## src/rtl/axi_arb_pkg.sv

```systemverilog
// Shared types and helpers for the AXI write arbiter: response codes, AW FSM states,
// the captured AW beat and the round-robin picker.
package axi_arb_pkg;

    // The AW beat is held at the widest supported size; users slice their own widths out.
    localparam int unsigned AW_ADDR_MAX = 64;
    localparam int unsigned AW_ID_MAX   = 20;

    typedef enum logic [1:0] {
        OKAY   = 2'd0,
        EXOKAY = 2'd1,
        SLVERR = 2'd2,
        DECERR = 2'd3
    } axi_resp_e;

    typedef enum logic {
        StIdle,
        StHold
    } aw_state_e;

    typedef struct packed {
        logic [AW_ADDR_MAX-1:0] addr;
        logic [AW_ID_MAX-1:0]   id;
        logic [7:0]             len;
        logic [3:0]             qos;
    } aw_beat_t;

    // First set bit at or after ptr. Bits at or above the port count must be zero,
    // so wrapping modulo 16 is the same as wrapping modulo the port count.
    function automatic logic [3:0] rr_pick(input logic [15:0] req, input logic [3:0] ptr);
        logic [3:0] idx;
        rr_pick = ptr;
        for (int i = 15; i >= 0; i--) begin
            idx = ptr + 4'(i);
            if (req[idx]) begin
                rr_pick = idx;
            end
        end
    endfunction

endpackage

```

## src/rtl/axi_arb_fifo.sv

```systemverilog
// Synchronous FIFO with asynchronous active-high reset. DEPTH must be a power of two, >= 2.
module axi_arb_fifo #(
    parameter int unsigned WIDTH = 2,
    parameter int unsigned DEPTH = 8
) (
    input  logic             clk,
    input  logic             rst,
    input  logic             push,
    input  logic             pop,
    input  logic [WIDTH-1:0] din,
    output logic [WIDTH-1:0] dout,
    output logic             full,
    output logic             empty
);

    localparam int unsigned PTR_W = $clog2(DEPTH);

    logic [WIDTH-1:0] mem [DEPTH];
    logic [PTR_W:0]   wr_ptr_q, wr_ptr_d;
    logic [PTR_W:0]   rd_ptr_q, rd_ptr_d;
    logic             do_push;
    logic             do_pop;

    // Extra pointer bit separates full from empty when the indices match.
    assign empty   = (wr_ptr_q == rd_ptr_q);
    assign full    = (wr_ptr_q[PTR_W] != rd_ptr_q[PTR_W]) &&
                     (wr_ptr_q[PTR_W-1:0] == rd_ptr_q[PTR_W-1:0]);
    assign do_push = push && !full;
    assign do_pop  = pop && !empty;
    assign dout    = mem[rd_ptr_q[PTR_W-1:0]];

    always_comb begin
        wr_ptr_d = wr_ptr_q;
        rd_ptr_d = rd_ptr_q;
        if (do_push) begin
            wr_ptr_d = wr_ptr_q + 1'b1;
        end
        if (do_pop) begin
            rd_ptr_d = rd_ptr_q + 1'b1;
        end
    end

    always_ff @(posedge clk or posedge rst) begin
        if (rst) begin
            wr_ptr_q <= '0;
            rd_ptr_q <= '0;
        end else begin
            wr_ptr_q <= wr_ptr_d;
            rd_ptr_q <= rd_ptr_d;
        end
    end

    always_ff @(posedge clk) begin
        if (do_push) begin
            mem[wr_ptr_q[PTR_W-1:0]] <= din;
        end
    end

endmodule

```

## src/rtl/axi_wr_arbiter.sv

```systemverilog
// N-to-1 AXI4 write arbiter: round-robin AW grant, W routed in grant order, B routed by ID prefix.
// Define AXI_ARB_QOS_EN to let only the highest-s_awqos requesters compete for each grant.
module axi_wr_arbiter #(
    parameter int unsigned NUM_MST = 4,
    parameter int unsigned ADDR_W  = 32,
    parameter int unsigned DATA_W  = 64,
    parameter int unsigned ID_W    = 4,
    parameter int unsigned MAX_OUT = 8
) (
    input  logic                                    aclk,
    input  logic                                    areset,

    input  logic [NUM_MST-1:0]                      s_awvalid,
    output logic [NUM_MST-1:0]                      s_awready,
    input  logic [NUM_MST*ADDR_W-1:0]               s_awaddr,
    input  logic [NUM_MST*ID_W-1:0]                 s_awid,
    input  logic [NUM_MST*8-1:0]                    s_awlen,
    input  logic [NUM_MST*4-1:0]                    s_awqos,

    input  logic [NUM_MST-1:0]                      s_wvalid,
    output logic [NUM_MST-1:0]                      s_wready,
    input  logic [NUM_MST*DATA_W-1:0]               s_wdata,
    input  logic [NUM_MST*(DATA_W/8)-1:0]           s_wstrb,
    input  logic [NUM_MST-1:0]                      s_wlast,

    output logic [NUM_MST-1:0]                      s_bvalid,
    input  logic [NUM_MST-1:0]                      s_bready,
    output logic [NUM_MST*ID_W-1:0]                 s_bid,
    output logic [NUM_MST*2-1:0]                    s_bresp,

    output logic                                    m_awvalid,
    input  logic                                    m_awready,
    output logic [ADDR_W-1:0]                       m_awaddr,
    output logic [ID_W+$clog2(NUM_MST)-1:0]         m_awid,
    output logic [7:0]                              m_awlen,
    output logic [3:0]                              m_awqos,

    output logic                                    m_wvalid,
    input  logic                                    m_wready,
    output logic [DATA_W-1:0]                       m_wdata,
    output logic [DATA_W/8-1:0]                     m_wstrb,
    output logic                                    m_wlast,

    input  logic                                    m_bvalid,
    output logic                                    m_bready,
    input  logic [ID_W+$clog2(NUM_MST)-1:0]         m_bid,
    input  logic [1:0]                              m_bresp
);

    import axi_arb_pkg::*;

    localparam int unsigned IDX_W  = $clog2(NUM_MST);
    localparam int unsigned MID_W  = ID_W + IDX_W;
    localparam int unsigned STRB_W = DATA_W / 8;

    aw_state_e        state_q, state_d;
    aw_beat_t         beat_q, beat_d;
    logic [IDX_W-1:0] rr_ptr_q, rr_ptr_d;
    logic [NUM_MST-1:0] eligible;
    logic [IDX_W-1:0] winner;
    logic             grant;
    logic             fifo_full;
    logic             fifo_empty;
    logic             fifo_pop;
    logic [IDX_W-1:0] fifo_head;
    logic [IDX_W-1:0] head;
    logic [IDX_W-1:0] b_port;
    logic             unused_beat;

`ifdef AXI_ARB_QOS_EN
    logic [3:0] top_qos;

    always_comb begin
        top_qos  = '0;
        eligible = '0;
        for (int i = 0; i < NUM_MST; i++) begin
            if (s_awvalid[i] && (s_awqos[i*4 +: 4] > top_qos)) begin
                top_qos = s_awqos[i*4 +: 4];
            end
        end
        for (int i = 0; i < NUM_MST; i++) begin
            eligible[i] = s_awvalid[i] && (s_awqos[i*4 +: 4] == top_qos);
        end
    end
`else
    assign eligible = s_awvalid;
`endif

    assign winner = IDX_W'(rr_pick(16'(eligible), 4'(rr_ptr_q)));
    // Full is sampled before any same-cycle pop, so a pop never frees a slot for this cycle.
    assign grant  = (state_q == StIdle) && (|s_awvalid) && !fifo_full && !areset;

    always_comb begin
        state_d   = state_q;
        beat_d    = beat_q;
        rr_ptr_d  = rr_ptr_q;
        s_awready = '0;
        case (state_q)
            StIdle: begin
                if (grant) begin
                    s_awready[winner] = 1'b1;
                    beat_d.addr = AW_ADDR_MAX'(s_awaddr[winner*ADDR_W +: ADDR_W]);
                    beat_d.id   = AW_ID_MAX'({winner, s_awid[winner*ID_W +: ID_W]});
                    beat_d.len  = s_awlen[winner*8 +: 8];
                    beat_d.qos  = s_awqos[winner*4 +: 4];
                    rr_ptr_d    = (32'(winner) == NUM_MST - 1) ? '0 : winner + 1'b1;
                    state_d     = StHold;
                end
            end
            StHold: begin
                if (m_awready) begin
                    state_d = StIdle;
                end
            end
            default: state_d = StIdle;
        endcase
    end

    always_ff @(posedge aclk or posedge areset) begin
        if (areset) begin
            state_q  <= StIdle;
            beat_q   <= '0;
            rr_ptr_q <= '0;
        end else begin
            state_q  <= state_d;
            beat_q   <= beat_d;
            rr_ptr_q <= rr_ptr_d;
        end
    end

    assign m_awvalid   = (state_q == StHold);
    assign m_awaddr    = beat_q.addr[ADDR_W-1:0];
    assign m_awid      = beat_q.id[MID_W-1:0];
    assign m_awlen     = beat_q.len;
    assign m_awqos     = beat_q.qos;
    assign unused_beat = ^beat_q;

    // Grant order: the head owns the W channel until its last beat is accepted.
    axi_arb_fifo #(
        .WIDTH (IDX_W),
        .DEPTH (MAX_OUT)
    ) u_order_fifo (
        .clk   (aclk),
        .rst   (areset),
        .push  (grant),
        .pop   (fifo_pop),
        .din   (winner),
        .dout  (fifo_head),
        .full  (fifo_full),
        .empty (fifo_empty)
    );

    assign head = fifo_empty ? '0 : fifo_head;

    always_comb begin
        m_wvalid = !fifo_empty && s_wvalid[head];
        m_wdata  = s_wdata[head*DATA_W +: DATA_W];
        m_wstrb  = s_wstrb[head*STRB_W +: STRB_W];
        m_wlast  = s_wlast[head];
        s_wready = '0;
        if (!fifo_empty) begin
            s_wready[head] = m_wready;
        end
    end

    assign fifo_pop = m_wvalid && m_wready && m_wlast;

    assign b_port = m_bid[MID_W-1:ID_W];

    // Responses tagged with a port index that does not exist are drained and dropped.
    always_comb begin
        s_bvalid = '0;
        m_bready = 1'b1;
        if (32'(b_port) < NUM_MST) begin
            s_bvalid[b_port] = m_bvalid;
            m_bready         = s_bready[b_port];
        end
    end

    assign s_bid   = {NUM_MST{m_bid[ID_W-1:0]}};
    assign s_bresp = {NUM_MST{m_bresp}};

endmodule

```

## config.mk

```make
export PLATFORM = sky130hd
export DESIGN_NAME = axi_wr_arbiter
export DESIGN_NICKNAME = d
export VERILOG_FILES = /design/src/rtl/axi_arb_pkg.sv /design/src/rtl/axi_arb_fifo.sv /design/src/rtl/axi_wr_arbiter.sv
export SDC_FILE = /design/constraint.sdc
export NUM_CORES = 1
export LEC_CHECK = 0
export CAP_MARGIN = 20
export CELL_PAD_IN_SITES_DETAIL_PLACEMENT = 1
export CELL_PAD_IN_SITES_GLOBAL_PLACEMENT = 2
export CORE_AREA = 8 8 251 253
export CTS_CLUSTER_SIZE = 20
export DETAILED_ROUTE_END_ITERATION = 8
export DIE_AREA = 0 0 259 261
export PLACE_DENSITY_LB_ADDON = 0.1
export SETUP_SLACK_MARGIN = 0.02
export SLEW_MARGIN = 20
export SYNTH_ARGS = -nofsm -noshare
export SYNTH_HDL_FRONTEND = slang
export SYNTH_SLANG_ARGS = --single-unit
```

## constraint.sdc

```tcl
create_clock -name aclk -period 5.8 [get_ports aclk]
set_clock_uncertainty 0.2 [all_clocks]
set_input_delay 1.16 -clock aclk [delete_from_list [all_inputs] [get_ports aclk]]
set_output_delay 1.16 -clock aclk [all_outputs]
set_load 0.05 [all_outputs]
```

==> impl_results.md <==
- Worst slew pin tran: 1030 ps
- Syn avg cell area: 8.54 um2
- Io pins: 671
- Die X: 259 um
- CP startpoint: rr_ptr_q[0]
- Syn-to-layout area delta: 96.3%
- Crit Path Max Fanout: 11
- FF-to-FF Start: rr_ptr_q[0]
- Synthesized flop and latch total: 77
- PortBufs: 640
- Multi-input logic area: 5180 um2
- Netlist cell types: 54
- Num CTS Buffers: 9
- Startpoint Class: register
- Post-route ant nets: 0
- EDFF count, synth: 16
- Postcts setup bufs: 0
- Number of cell rows: 90
- Final WL: 58,900 um
- CP endpoint kind: primary output
- Period utilisation layout: 0.870
- Vias/cell: 4.33
- Synthesis Warnings: 0
- Nets: 1,974
- Mux contribution to synthesized area: 0.163
- Synth Area in Compound Gates: 0.275
- H-tree depth: 3
- Fraction of registers with async set/reset: 0.792
- # clock sinks: 77
- XOR/XNOR Fraction of Synth Area: 0.0112
- Core footprint: 59,300 um2
- Data arrival time of the worst path: 3690 ps
- Syn nets: 1,432
- Unrepaired setup endpoints after global routing: false
- Top sig layer: met5
- Crit path kind: reg -> out
- Largest family of logic cells by synthesized area: compound AO/OA/AOI/OAI gates
- DRC Markers: 0
- Max-Cap Viols: 0
- Drt pass-1 iters: 4
- Min cycle time layout: 5050 ps
- Mapped Area: 7840 um2
- Critical Path, Cell by Cell: inv_1 -> ha_1 -> mux4_2 -> a21oi_1 -> o32ai_4 -> nand2_1 -> inv_1 -> nor3_1 -> buf_12
- Pins Over Slew Limit: 0
- Worst path max stage delay: 690 ps
- Grt ovf: 0
- Slew HR: 0.312
- Drt wl/cell: 26.0 um
- Adder-cell area share of the yosys netlist: 0.00798
- Fill cells: 6,846
- Max frequency: 198 MHz
- Outcome: complete, no violations
- Met2 WL: 29,400 um
- Worst Path Required: 4440 ps
- Min-delay src: m_awaddr[23]
- Clock Tree Buf Depth: 2
- Global-route wire length before repair: 81,400 um
- Die span in y: 261 um
- Layout cells sized above 1: 0.148
- Main synth FF type: dfrtp_1
- Power Density: 807 nW/um2
- Vias in the first global route: 10,600
- P_leak: 0.00602 uW
- Initial Util: 0.132
- Die Area: 67,600 um2
- Worst-path clk slew: 70 ps
- Largest net degree at the start of global routing: 75
- CP max stage cell: dfrtp_1
- Register area share after synthesis: 0.256
- Syn Inst Count: 918
- PostCTS Resize Cnt: 0
- CTS tree: built
- DP HPWL: 47,400 um
- Hold WC Path Type: reg -> reg
- WL met3: 5820 um
- Layout Utilization: 0.259
- Root Buffer: clkbuf_16
- RD Place Congestion: 0.831
- Setup violators final: 0
- CP dominant cell by count: inv_1
- Simple-gate area share of the yosys netlist: 0.192
- Peak supply drop: 0.419 mV
- FF/Latch Area: 2010 um2
- Initial antenna violation count: 32
- Via count: 9,799
- Skew-Pair Late Insertion Delay: 360 ps
- GRT Total Usage: 0.163
- Setup TNS: 0 ps
- Fin. Hold Viols: 0
- DRT iter0 DRCs: 376
- Met1 Routed Length: 22,400 um
- Hold Buf Count CTS: 0
## layer usage
| layer | track usage | up-vias |
|---|---|---|
| met5 | 0 | - |
| li1 | - | 4614 |
| met2 | 0.282 | 389 |
| met3 | 0.0738 | 68 |
| met4 | 0.0459 | 32 |
| met1 | 0.178 | 4696 |
## state kept, by name, indices dropped and copies added, names as in the netlist
name	flops
m_awaddr	32
m_awid	6
m_awlen	8
m_awqos	4
m_awvalid	1
rr_ptr_q	2
u_order_fifo.mem	16
u_order_fifo.rd_ptr_q	4
u_order_fifo.wr_ptr_q	4
## cell usage in the layout (no fill, tap or decap), types with 4 or more instances in the layout
master           instances
clkdlybuf4s50_1        559
nand2_1                138
and3_1                 102
buf_4                   73
dfrtp_1                 61
mux2i_1                 52
mux2_2                  50
a221oi_1                48
o31ai_1                 48
o21ai_1                 37
buf_12                  33
a21oi_1                 29
nand3_1                 29
a221o_1                 25
a2111oi_0               22
a2111oi_2               19
diode_2                 16
edfxtp_1                16
o21ai_0                 15
clkbuf_16                9
nor2_1                   8
a2111oi_1                8
inv_1                    7
mux4_2                   7
nor3_1                   6
xnor2_1                  6
ha_1                     5
xor2_1                   4
nor3b_1                  4
## area by class of cell
| type | count | area share |
|---|---|---|
| timing repair buffer | 665 | 0.442 |
| multi-input combinational | 698 | 0.337 |
| sequential | 77 | 0.130 |
| tap | 782 | 0.0636 |
| clock buffer | 9 | 0.0146 |
| clock inverter | 7 | 0.00756 |
| antenna | 16 | 0.00260 |
| inverter | 9 | 0.00244 |
## cells in the mapped netlist (26+ instances only)
master,n,area [um2]
a21oi_1,29,145
a221o_1,26,260
a221oi_1,48,420
and3_1,102,638
buf_2,34,170
buf_4,30,225
clkbuf_1,58,218
dfrtp_1,61,1530
mux2_2,50,563
mux2i_1,53,531
nand2_1,140,526
nand3_1,29,145
o21ai_1,39,195
o31ai_1,48,360
## logic make-up after synthesis
| group | Yosys count |
|---|---|
| AOI/OAI and AO/OA | 267 |
| xor gates and xnor gates | 10 |
| adders and majority gates | 5 |
| buffers and inverters | 143 |
| DFF | 77 |
| muxes | 112 |
| and+or+nand+nor | 304 |
## critical path: cells and delay by family, from the launching register on
kind / cells / cell delay (ps)
DFF: 1 / 690
buffers and inverters: 3 / 530
AOI/OAI and AO/OA: 2 / 460
and+or+nand+nor: 2 / 580
muxes: 1 / 570
adders and majority gates: 1 / 480
## power breakdown
group	internal [uW]	switching (uW)	total, uW	leakage, uW
registers	815	203	1020	0.000895
clock network	391	291	682	0.000167
logic	3910	6810	10700	0.00496
## through the flow
step | cells | total power, uW | setup slack, ps | instance area (um2) | hold WS, ps
after global routing | 2259 | 13200 | 479 | 15400 | 304
final | 2263 | 12400 | 754 | 15400 | 278
after detailed placement | 2231 | 12000 | 711 | 15000 | 266
after CTS | 2247 | 12700 | 674 | 15300 | 283
after global placement | 2231 | 12000 | 787 | 15000 | 260
after floorplan | 918 | 7820 | 548 | 7840 | 265
## path summary, 6_finish.rpt
kind,end,cells past startpoint,slack [ps]
min,m_awaddr[23],2,280
min reg2reg,m_awaddr[23],2,280
max reg2reg,m_awaddr[3],10,1570
max in group asynchronous,m_awaddr[10],3,3420
min in group asynchronous,m_awid[5],2,870
max,s_awready[0],9,750
No activity file was read; power rests on OpenSTA's default activity.
